[src/rtl/fetch_decode_buffer_if.sv]
// Fetch-to-decode bus: fetch-side inputs (stall, flush, instr_in, pc_in)
// and the registered decode-side outputs of the buffer.
interface fetch_decode_buffer_if;
    logic        stall;
    logic        flush;
    logic [15:0] instr_in;
    logic [31:0] pc_in;
    logic [15:0] instr_out;
    logic [15:0] imm_out;
    logic [31:0] pc_out;
    logic        valid_out;
    logic        wait_imm;

    modport master (
        output stall, flush, instr_in, pc_in,
        input  instr_out, imm_out, pc_out, valid_out, wait_imm
    );

    modport slave (
        input  stall, flush, instr_in, pc_in,
        output instr_out, imm_out, pc_out, valid_out, wait_imm
    );
endinterface

[src/rtl/fetch_decode_buffer.sv]
// Fetch/decode pipeline register that assembles one- and two-word instructions.
// A word with bit 0 set is held until its immediate arrives on the next accepted cycle.
module fetch_decode_buffer #(
    parameter logic [15:0] NOP_WORD = 16'h0000
) (
    input  logic                       clk,
    input  logic                       reset,
    fetch_decode_buffer_if.slave       bus
);

    typedef enum logic {
        IDLE     = 1'b0,
        WAIT_IMM = 1'b1
    } state_t;

    state_t      state;
    state_t      state_next;

    logic [15:0] held_word;
    logic [31:0] held_pc;
    logic [15:0] held_word_d;
    logic [31:0] held_pc_d;

    logic [15:0] instr_q;
    logic [15:0] imm_q;
    logic [31:0] pc_q;
    logic        valid_q;
    logic [15:0] instr_d;
    logic [15:0] imm_d;
    logic [31:0] pc_d;
    logic        valid_d;

    always_ff @(posedge clk or posedge reset) begin
        if (reset) begin
            state <= IDLE;
        end else begin
            state <= state_next;
        end
    end

    // Flush beats stall; stall freezes the FSM without consuming instr_in.
    always_comb begin
        state_next = state;
        if (bus.flush) begin
            state_next = IDLE;
        end else if (!bus.stall) begin
            case (state)
                IDLE:     state_next = bus.instr_in[0] ? WAIT_IMM : IDLE;
                WAIT_IMM: state_next = IDLE;
                default:  state_next = IDLE;
            endcase
        end
    end

    always_comb begin
        instr_d     = instr_q;
        imm_d       = imm_q;
        pc_d        = pc_q;
        valid_d     = valid_q;
        held_word_d = held_word;
        held_pc_d   = held_pc;
        if (bus.flush) begin
            instr_d     = NOP_WORD;
            imm_d       = 16'h0000;
            pc_d        = 32'h0000_0000;
            valid_d     = 1'b0;
            held_word_d = 16'h0000;
            held_pc_d   = 32'h0000_0000;
        end else if (!bus.stall) begin
            case (state)
                IDLE: begin
                    if (bus.instr_in[0]) begin
                        held_word_d = bus.instr_in;
                        held_pc_d   = bus.pc_in;
                        instr_d     = NOP_WORD;
                        imm_d       = 16'h0000;
                        pc_d        = 32'h0000_0000;
                        valid_d     = 1'b0;
                    end else begin
                        instr_d = bus.instr_in;
                        imm_d   = 16'h0000;
                        pc_d    = bus.pc_in;
                        valid_d = 1'b1;
                    end
                end
                WAIT_IMM: begin
                    // The incoming word is pure data here, so its bit 0 is not looked at.
                    instr_d     = held_word;
                    imm_d       = bus.instr_in;
                    pc_d        = held_pc;
                    valid_d     = 1'b1;
                    held_word_d = 16'h0000;
                    held_pc_d   = 32'h0000_0000;
                end
                default: ;
            endcase
        end
    end

    always_ff @(posedge clk or posedge reset) begin
        if (reset) begin
            held_word <= 16'h0000;
            held_pc   <= 32'h0000_0000;
            instr_q   <= NOP_WORD;
            imm_q     <= 16'h0000;
            pc_q      <= 32'h0000_0000;
            valid_q   <= 1'b0;
        end else begin
            held_word <= held_word_d;
            held_pc   <= held_pc_d;
            instr_q   <= instr_d;
            imm_q     <= imm_d;
            pc_q      <= pc_d;
            valid_q   <= valid_d;
        end
    end

    assign bus.instr_out = instr_q;
    assign bus.imm_out   = imm_q;
    assign bus.pc_out    = pc_q;
    assign bus.valid_out = valid_q;
    assign bus.wait_imm  = (state == WAIT_IMM);

endmodule

[src/flat_wrapper.sv]
// flat-port wrapper written by rule: the top's interface ports become plain ports
module fetch_decode_buffer_flat 
#(
    parameter logic [15:0] NOP_WORD = 16'h0000
)
  (clk, reset, bus_stall, bus_flush, bus_instr_in, bus_pc_in, bus_instr_out, bus_imm_out, bus_pc_out, bus_valid_out, bus_wait_imm);
  fetch_decode_buffer_if bus_i ();
  input  logic clk;
  input  logic reset;
  input wire logic [$bits(bus_i.stall)-1:0] bus_stall;
  input wire logic [$bits(bus_i.flush)-1:0] bus_flush;
  input wire logic [$bits(bus_i.instr_in)-1:0] bus_instr_in;
  input wire logic [$bits(bus_i.pc_in)-1:0] bus_pc_in;
  output wire logic [$bits(bus_i.instr_out)-1:0] bus_instr_out;
  output wire logic [$bits(bus_i.imm_out)-1:0] bus_imm_out;
  output wire logic [$bits(bus_i.pc_out)-1:0] bus_pc_out;
  output wire logic [$bits(bus_i.valid_out)-1:0] bus_valid_out;
  output wire logic [$bits(bus_i.wait_imm)-1:0] bus_wait_imm;
  assign bus_i.stall = bus_stall;
  assign bus_i.flush = bus_flush;
  assign bus_i.instr_in = bus_instr_in;
  assign bus_i.pc_in = bus_pc_in;
  assign bus_instr_out = bus_i.instr_out;
  assign bus_imm_out = bus_i.imm_out;
  assign bus_pc_out = bus_i.pc_out;
  assign bus_valid_out = bus_i.valid_out;
  assign bus_wait_imm = bus_i.wait_imm;
  fetch_decode_buffer #(.NOP_WORD(NOP_WORD)) u_core (.clk(clk), .reset(reset), .bus(bus_i));
endmodule
[config.mk]
export PLATFORM = sky130hd
export DESIGN_NAME = fetch_decode_buffer_flat
export DESIGN_NICKNAME = d
export VERILOG_FILES = /design/src/rtl/fetch_decode_buffer_if.sv /design/src/rtl/fetch_decode_buffer.sv /design/src/flat_wrapper.sv
export SDC_FILE = /design/constraint.sdc
export NUM_CORES = 1
export LEC_CHECK = 0
export BUFFER_PORTS_ARGS = -buffer_cell sky130_fd_sc_hd__buf_2
export CAP_MARGIN = 20
export CORE_ASPECT_RATIO = 1.5
export CORE_MARGIN = 1.5
export CORE_UTILIZATION = 40
export DETAILED_ROUTE_END_ITERATION = 8
export PLACE_DENSITY_LB_ADDON = 0.25
export REMOVE_ABC_BUFFERS = 1
export SLEW_MARGIN = 20
export SYNTH_ARGS = -nofsm -noshare
export SYNTH_HDL_FRONTEND = slang
export SYNTH_SLANG_ARGS = --single-unit
export TNS_END_PERCENT = 5
[constraint.sdc]
create_clock -name clk -period 3.45 [get_ports clk]
set_clock_uncertainty 0.15 [all_clocks]
set_input_delay 0.5175 -clock clk [delete_from_list [all_inputs] [get_ports clk]]
set_output_delay 0.5175 -clock clk [all_outputs]
set_load 0.01 [all_outputs]
## Word level (Yosys, flattened, before mapping)

Index checks and enable logic that the tools add are counted.

- Equality and inequality tests: 2
- Mux-type cells: 27
- Bitwise logic cells: 1
- Reduce and logical (&&, ||, !) cells: 1

Operators by type and width:

| cell | count |
|---|---|
| 2-to-1 mux 32 bit | 6 |
| 2-to-1 mux 16 bit | 8 |
| case mux 32 bit (2 select lines) | 2 |
| case mux 16 bit (2 select lines) | 3 |
| 2-to-1 mux 1 bit | 6 |
| case mux 1 bit (2 select lines) | 2 |
| != test 3 bit (second input constant) | 1 |
| != test 2 x 1 -> 1 bit (second input constant) | 1 |
| AND reduction 2 bit | 1 |
| inverter 1 bit | 1 |

- Flip-flop bits (word level): 114
- Input bits: 52
- Output and inout port bits: 66
- Logic and storage cells: 38

## Longest topological paths before layout

Gate-level depths: netlist (run 1).

- Depth in word-level cells: 4
- Mapped depth: 5
- Depth with buffers taken out: 2

## Worst setup path before layout (run 1)

No wires, ideal clock.

- Path type: input port to flip-flop
- From: in bus_stall
- To: reg u_core.held_pc[0]
- Library setup time: 0.079 ns
- Arrival: 1.355 ns
- Required time: 3.221 ns
- Setup slack: 1.866 ns
- Stages on the path: 5
- Path buffers: 3
- Cells stage by stage: buf_4 > o21ba_4 > buf_6 > buf_6 > mux2i_1

- Cells in the longest elaborated chain, start to end: 2

RTL lines:

| element | line | RTL |
|---|---|---|
| from (decl) | flat_wrapper.sv:10 | `input wire logic [$bits(bus_i.stall)-1:0] bus_stall;` |
| != test 2 x 1 -> 1 bit (no line) | n/a |  |
| AND reduction 2 bit (no line) | n/a |  |
| to (signal assigned) | fetch_decode_buffer.sv:110 | `held_pc <= held_pc_d;` |
| to (decl) | fetch_decode_buffer.sv:20 | `logic [31:0] held_pc;` |

Every way passes these cells.
A chain may end at the register's enable or synchronous reset.

## Worst setup path in the final report (run 1)

- From: reg u_core.state (netlist: u_core.bus.wait_imm)
- To: reg u_core.pc_q[9] (netlist: u_core.bus.pc_out[9])

- Cells in the longest elaborated chain, start to end: 4

RTL lines:

| element | line | RTL |
|---|---|---|
| from (decl) | fetch_decode_buffer.sv:16 | `state_t state;` |
| from (signal assigned) | fetch_decode_buffer.sv:37 | `state <= state_next;` |
| inverter 1 bit | fetch_decode_buffer.sv:70 | `case (state)` |
| case mux 32 bit (2 select lines) (*) | fetch_decode_buffer.sv:70 |  |
| 2-to-1 mux 32 bit (*) | fetch_decode_buffer.sv:69 | `end else if (!bus.stall) begin` |
| 2-to-1 mux 32 bit (*) | fetch_decode_buffer.sv:62 | `if (bus.flush) begin` |
| to (signal assigned) | fetch_decode_buffer.sv:113 | `pc_q <= pc_d;` |
| to (decl) | fetch_decode_buffer.sv:26 | `logic [31:0] pc_q;` |

Mark *: on every way between the ends. The rest lies on a longest branch, timed or not. The select of a mux whose other input is x is not followed.

==> results of run 1 <==
[registers in the layout, indices dropped and copies added, names as in the netlist]
name                  cells
u_core.bus.pc_out        32
u_core.held_pc           32
u_core.bus.imm_out       16
u_core.bus.instr_out     16
u_core.held_word         16
u_core.bus.valid_out      1
u_core.bus.wait_imm       1
[area by class of cell]
class	count	area, um^2
Clock buffer	22	474
Clock inverter	10	203
Fill cell	1208	6640
Inverter	3	13.8
Multi-Input combinational cell	263	2320
Sequential cell	114	2850
Tap cell	162	203
Timing Repair Buffer	130	698
[synthesized netlist by cell type]
cell / count
and2_1: 1
buf_12: 3
or3b_1: 47
a221o_1: 47
o21ba_4: 1
a22o_1: 17
and3b_1: 47
nor3b_2: 1
nor3_1: 1
a221oi_1: 1
buf_4: 6
buf_2: 16
nor2b_1: 2
buf_6: 6
nand2b_1: 48
dfrtp_1: 114
inv_1: 3
clkbuf_1: 15
nor4_2: 1
nor3b_1: 1
mux2i_1: 47
o21ba_2: 1
[worst paths after layout]
kind / slack (ns) / start / cells after the start / endpoint
worst max-delay path: 1.21 / u_core.bus.wait_imm / 4 / u_core.bus.pc_out[9]
worst min-delay path: 0.07 / reset / 2 / u_core.held_pc[0]
worst max register to register: 1.21 / u_core.bus.wait_imm / 4 / u_core.bus.pc_out[9]
worst min register to register: 0.35 / u_core.held_word[0] / 1 / u_core.bus.instr_out[0]
max in group asynchronous: 2.24 / reset / 3 / u_core.held_pc[3]
min in group clk: 0.20 / bus_pc_in[0] / 2 / u_core.bus.pc_out[0]
[stage by stage]
step / hold slack, ns / cells / setup slack (ns) / cell area (um^2) / power [mW]
floorplan: 0.316 / 380 / -0.233 / 5170 / 1.62
global placement: 0.332 / 672 / 1.26 / 6090 / 1.77
detailed placement: 0.336 / 672 / 1.21 / 6090 / 1.78
CTS: 0.0805 / 704 / 1.20 / 6770 / 3.81
global route: 0.116 / 704 / 1.10 / 6770 / 3.91
finish: 0.0670 / 704 / 1.21 / 6770 / 3.77
[worst register-to-register path, cell delays in order, from the launching register on]
cell,delay [ns]
dfrtp_2,0.78
buf_4,0.36
nor3b_4,0.22
buf_4,0.42
a221o_1,0.26
[power by group through the flow]
stage                     Sequential (mW)  Combinational (mW)  Clock, mW
after floorplan                      1.46               0.156          0
after global placement               1.46               0.312          0
after detailed placement             1.46               0.323          0
after CTS                            1.44               0.324       2.05
after global routing                 1.44               0.349       2.12
final                                1.44               0.316       2.02
[per-layer routing]
| layer | routed length [um] | GRT usage | up-vias |
|---|---|---|---|
| met1 | 5840 | 0.250 | 1997 |
| met4 | 246 | 0.0761 | 0 |
| met2 | 7000 | 0.327 | 101 |
| met5 | 0 | 0 | - |
| met3 | 537 | 0.0421 | 18 |
| li1 | - | - | 1794 |
[kinds of logic (layout without fill, tap and decap cells)]
family | after synthesis | count (layout) | share of synthesized area
AND/OR/NAND/NOR | 149 | 149 | 0.215
multiplexers | 47 | 47 | 0.0859
buffers and inverters | 49 | 165 | 0.0585
AO/OA/AOI/OAI | 67 | 67 | 0.119
flip-flops | 114 | 114 | 0.521
==> impl_metrics.tcl, run 1 <==
set metrics [dict create \
    outcome "finished clean" \
    area_growth_pct 23.5 \
    grt_antenna_before_repair 0 \
    crit_chain "buf_4 -> nor3b_4 -> buf_4 -> a221o_1" \
    path_delay_family "flip-flops" \
    core_area_um2 13400 \
    syn_avg_cell_area_um2 12.9 \
    ys_ff_latch 114 \
    tns_ns 0 \
    min_period_ns 2.24 \
    num_vias 3910 \
    synth_top_area_cell "dfrtp_1" \
    seqPwrFrac 0.381 \
    io_buffers 117 \
    slew_viol_final 0 \
    drt-initial-drc-count 191 \
    ctsLongestPathBuffers 2 \
    num_antenna_cells 0 \
    ios 118 \
    p_clk_frac 0.535 \
    rsz0062_at_grt "false" \
    synth.distinct_cells 22 \
    synth_area_um2 5480 \
    nets 581 \
    clock-sinks 114 \
    power.internal_mw 2.95 \
    tightest_slew_ns 0.697 \
    finalHoldViolCount 0 \
    wirelength_mm 13.6 \
    drive_gt1_frac 0.306 \
    start_kind "flip-flop" \
    grt_pass1_wl_mm 22.3 \
    cts_root_buf "clkbuf_16" \
    power_density_nw_per_um2 557 \
    cts_buffers 17 \
    grt.total_usage 0.197 \
    peakVddDrop_mv 0.277 \
    h-tree-depth 4 \
    cp_max_fo 37 \
    place_congestion 0.702 \
    overflow 0 \
    post_drt_wl_per_cell_um 19.4 \
    yosys_warnings 0 \
    fp.dieH_um 146 \
    postRouteAntennaNets 0 \
    drc_errors 0 \
    p_comb_frac 0.084 \
    cpMaxStageDelayCell "dfrtp_2" \
    setup_viol 0 \
    switching_share 0.218 \
    most-common-layout-cells "buf_2, dfrtp_1, nand2b_1" \
    clk_pin_slew_worst_paths_ns 0.05 \
    end_kind "flip-flop" \
    cts_resized 0 \
    max_stage_delay_ns 0.78 \
    critical_path_buf_inv_count 2 \
    grt_max_degree 63 \
    grt_pass1_vias 4136 \
    ys_seq_area_frac 0.521 \
    tritoncts "yes" \
    cts_setup_buffers 0 \
    arrival_ns 2.43 \
    viasPerCell 5.55 \
    clock_latency_ns 0.41 \
    cp_common_cell "buf_4" \
    detailed_place_hpwl_mm 8.43 \
    layout_commonest_cell "buf_2" \
    hold_class "input pin to async pin" \
    synth_top_cell_area_share 0.521 \
    dieArea_um2 14400 \
    fin_crit_sh 0.649 \
    required_ns 3.64 \
    floorplan.rows 52 \
    initial_core_util 0.409 \
    slew_headroom 0.536 \
    leakagePower_nw 3.54 \
    synth_cells 426 \
    hold_buffers 0 \
    crit_type "flip-flop to flip-flop" \
    yosys-top-cells-area "dfrtp_1, a221o_1, mux2i_1" \
    chipWidth_um 98.6 \
    fin_util 0.505 \
    switchingPower_mw 0.824 \
    max_cap_viol_count 0 \
    max_freq_mhz 446 \
    first_pass_iters 5 \
]
Note: power is estimated with default switching activity, not from simulation.
==> inputs of run 2 (changes only) <==
- clock period: 3.45 -> 1.9 ns (I/O delays scaled with it)
==> impl_metrics.tcl, run 2 (synthesis gave the netlist of run 1 again) <==
set metrics [dict create \
    outcome "finished clean" \
    power_mw 6.70 \
    finalHoldViolCount 0 \
    nFillCells 1170 \
    wirelength_mm 13.8 \
    viasPerCell 5.43 \
    reg2reg_to "u_core.bus.pc_out[0]" \
    grt_antenna_before_repair 0 \
    fin_util 0.545 \
    ff2ff_setup_slack_ns 0.36 \
    place_congestion 0.702 \
    num_antenna_cells 0 \
    crit_type "flip-flop to primary output" \
    grt_busiest_layer "met2" \
    post_drt_wl_per_cell_um 18.3 \
    io_buffers 117 \
    power_density_nw_per_um2 918 \
    critPathLaunch "u_core.bus.wait_imm" \
    cp.depth 2 \
    h-tree-depth 4 \
    first_pass_iters 4 \
    final_cell_area_um2 7300 \
    met3_usage 0.0436 \
    cp-endpoint "bus_wait_imm" \
    postRouteAntennaNets 0 \
    clock_latency_ns 0.41 \
    cp_max_fo 26 \
    crit_chain "buf_4 -> buf_2" \
    cts_buffers 17 \
    ctsLongestPathBuffers 2 \
    dpl_cell_area_um2 6200 \
    slew_viol_final 0 \
    peakVddDrop_mv 0.650 \
    detailed_place_hpwl_mm 8.64 \
    drt-initial-drc-count 156 \
    grt.total_usage 0.198 \
    grt_pass1_vias 4274 \
    seqCellArea_um2 2850 \
    min_period_ns 1.76 \
    clk_pin_slew_worst_paths_ns 0.05 \
    cpMaxStageDelayCell "dfrtp_2" \
    tightest_slew_ns 0.343 \
    dieArea_um2 14400 \
    drc_errors 0 \
    leakagePower_nw 3.76 \
    area_growth_pct 33.3 \
    reg2reg_depth 3 \
    core_area_um2 13400 \
    multi_input_area_um2 2320 \
    timing.rr.start "u_core.bus.wait_imm" \
    overflow 0 \
    max_freq_mhz 568 \
    fp.dieH_um 146 \
    end_kind "primary output" \
    chipWidth_um 98.6 \
    required_ns 1.46 \
    max_stage_delay_ns 0.43 \
    setup_viol 0 \
    drive_gt1_frac 0.288 \
    hold_class "input pin to flip-flop" \
    cts_resized 0 \
    tns_ns 0 \
    place_inst 677 \
    use_met2 0.332 \
    layout_commonest_cell "buf_2" \
    start_kind "flip-flop" \
    num_vias 4102 \
    max_cap_viol_count 0 \
    floorplan.rows 52 \
    rsz0062_at_grt "false" \
    grt_pass1_wl_mm 22.5 \
    grt_max_degree 58 \
    nets 633 \
    cts_root_buf "clkbuf_16" \
    most-common-layout-cells "buf_2, dfrtp_1, nand2b_1" \
    tritoncts "yes" \
    critical_path_buf_inv_count 2 \
    instances_no_fill 756 \
    fin_crit_sh 0.927 \
    ios 118 \
    clock-sinks 114 \
    initial_core_util 0.409 \
    slew_headroom 0.771 \
    arrival_ns 1.33 \
    grtUsageMet1 0.249 \
    path_delay_family "buffers and inverters" \
]
## run 2: metrics by stage
step | setup slack, ns | hold slack (ns)
3_3_place_gp | 0.309 | 0.0211
4_1_cts | 0.114 | 0.00161
3_5_place_dp | 0.271 | 0.0220
2_1_floorplan | -1.61 | 0.208
5_1_grt | 0.0551 | 0.00851
6_report | 0.140 | 0.0137
## run 2: report_power, final
part | switching (mW) | internal [mW] | leakage [nW]
clock | 1.13 | 2.29 | 0.306
combinational | 0.342 | 0.342 | 1.90
sequential | 0.0613 | 2.54 | 1.55
total | 1.54 | 5.17 | 3.76
## run 2: per-layer routing
metal  part of all wire  up-vias  wire, um
li1                   -     1910         -
met1               0.44     2090      6050
met2               0.51       87      7080
met3              0.033       15       458
met4              0.017        0       240
met5                  0        -         0
## run 2: final cells by class
type,instances,share of cell area
Clock buffer,22,0.0650
Multi-Input combinational cell,263,0.318
Sequential cell,114,0.391
Tap cell,162,0.0278
Inverter,3,0.00189
Clock inverter,10,0.0213
Timing Repair Buffer,182,0.175
## run 2: repair_timing
action | CTS | global route
setup buffers | 0 | 0
hold buffers | 47 | 0
endpoints found under the hold margin | 173 | 0
## run 2: worst min path at each step
| stage | from | cells after the start | end |
|---|---|---|---|
| global route | bus_pc_in[18] | 2 | u_core.bus.pc_out[18] |
| finish | bus_pc_in[18] | 2 | u_core.bus.pc_out[18] |
| global placement | reset | 2 | u_core.bus.pc_out[0] |
| floorplan | bus_flush | 1 | u_core.held_word[0] |
| detailed placement | reset | 2 | u_core.held_pc[0] |
| CTS | bus_pc_in[18] | 2 | u_core.bus.pc_out[18] |
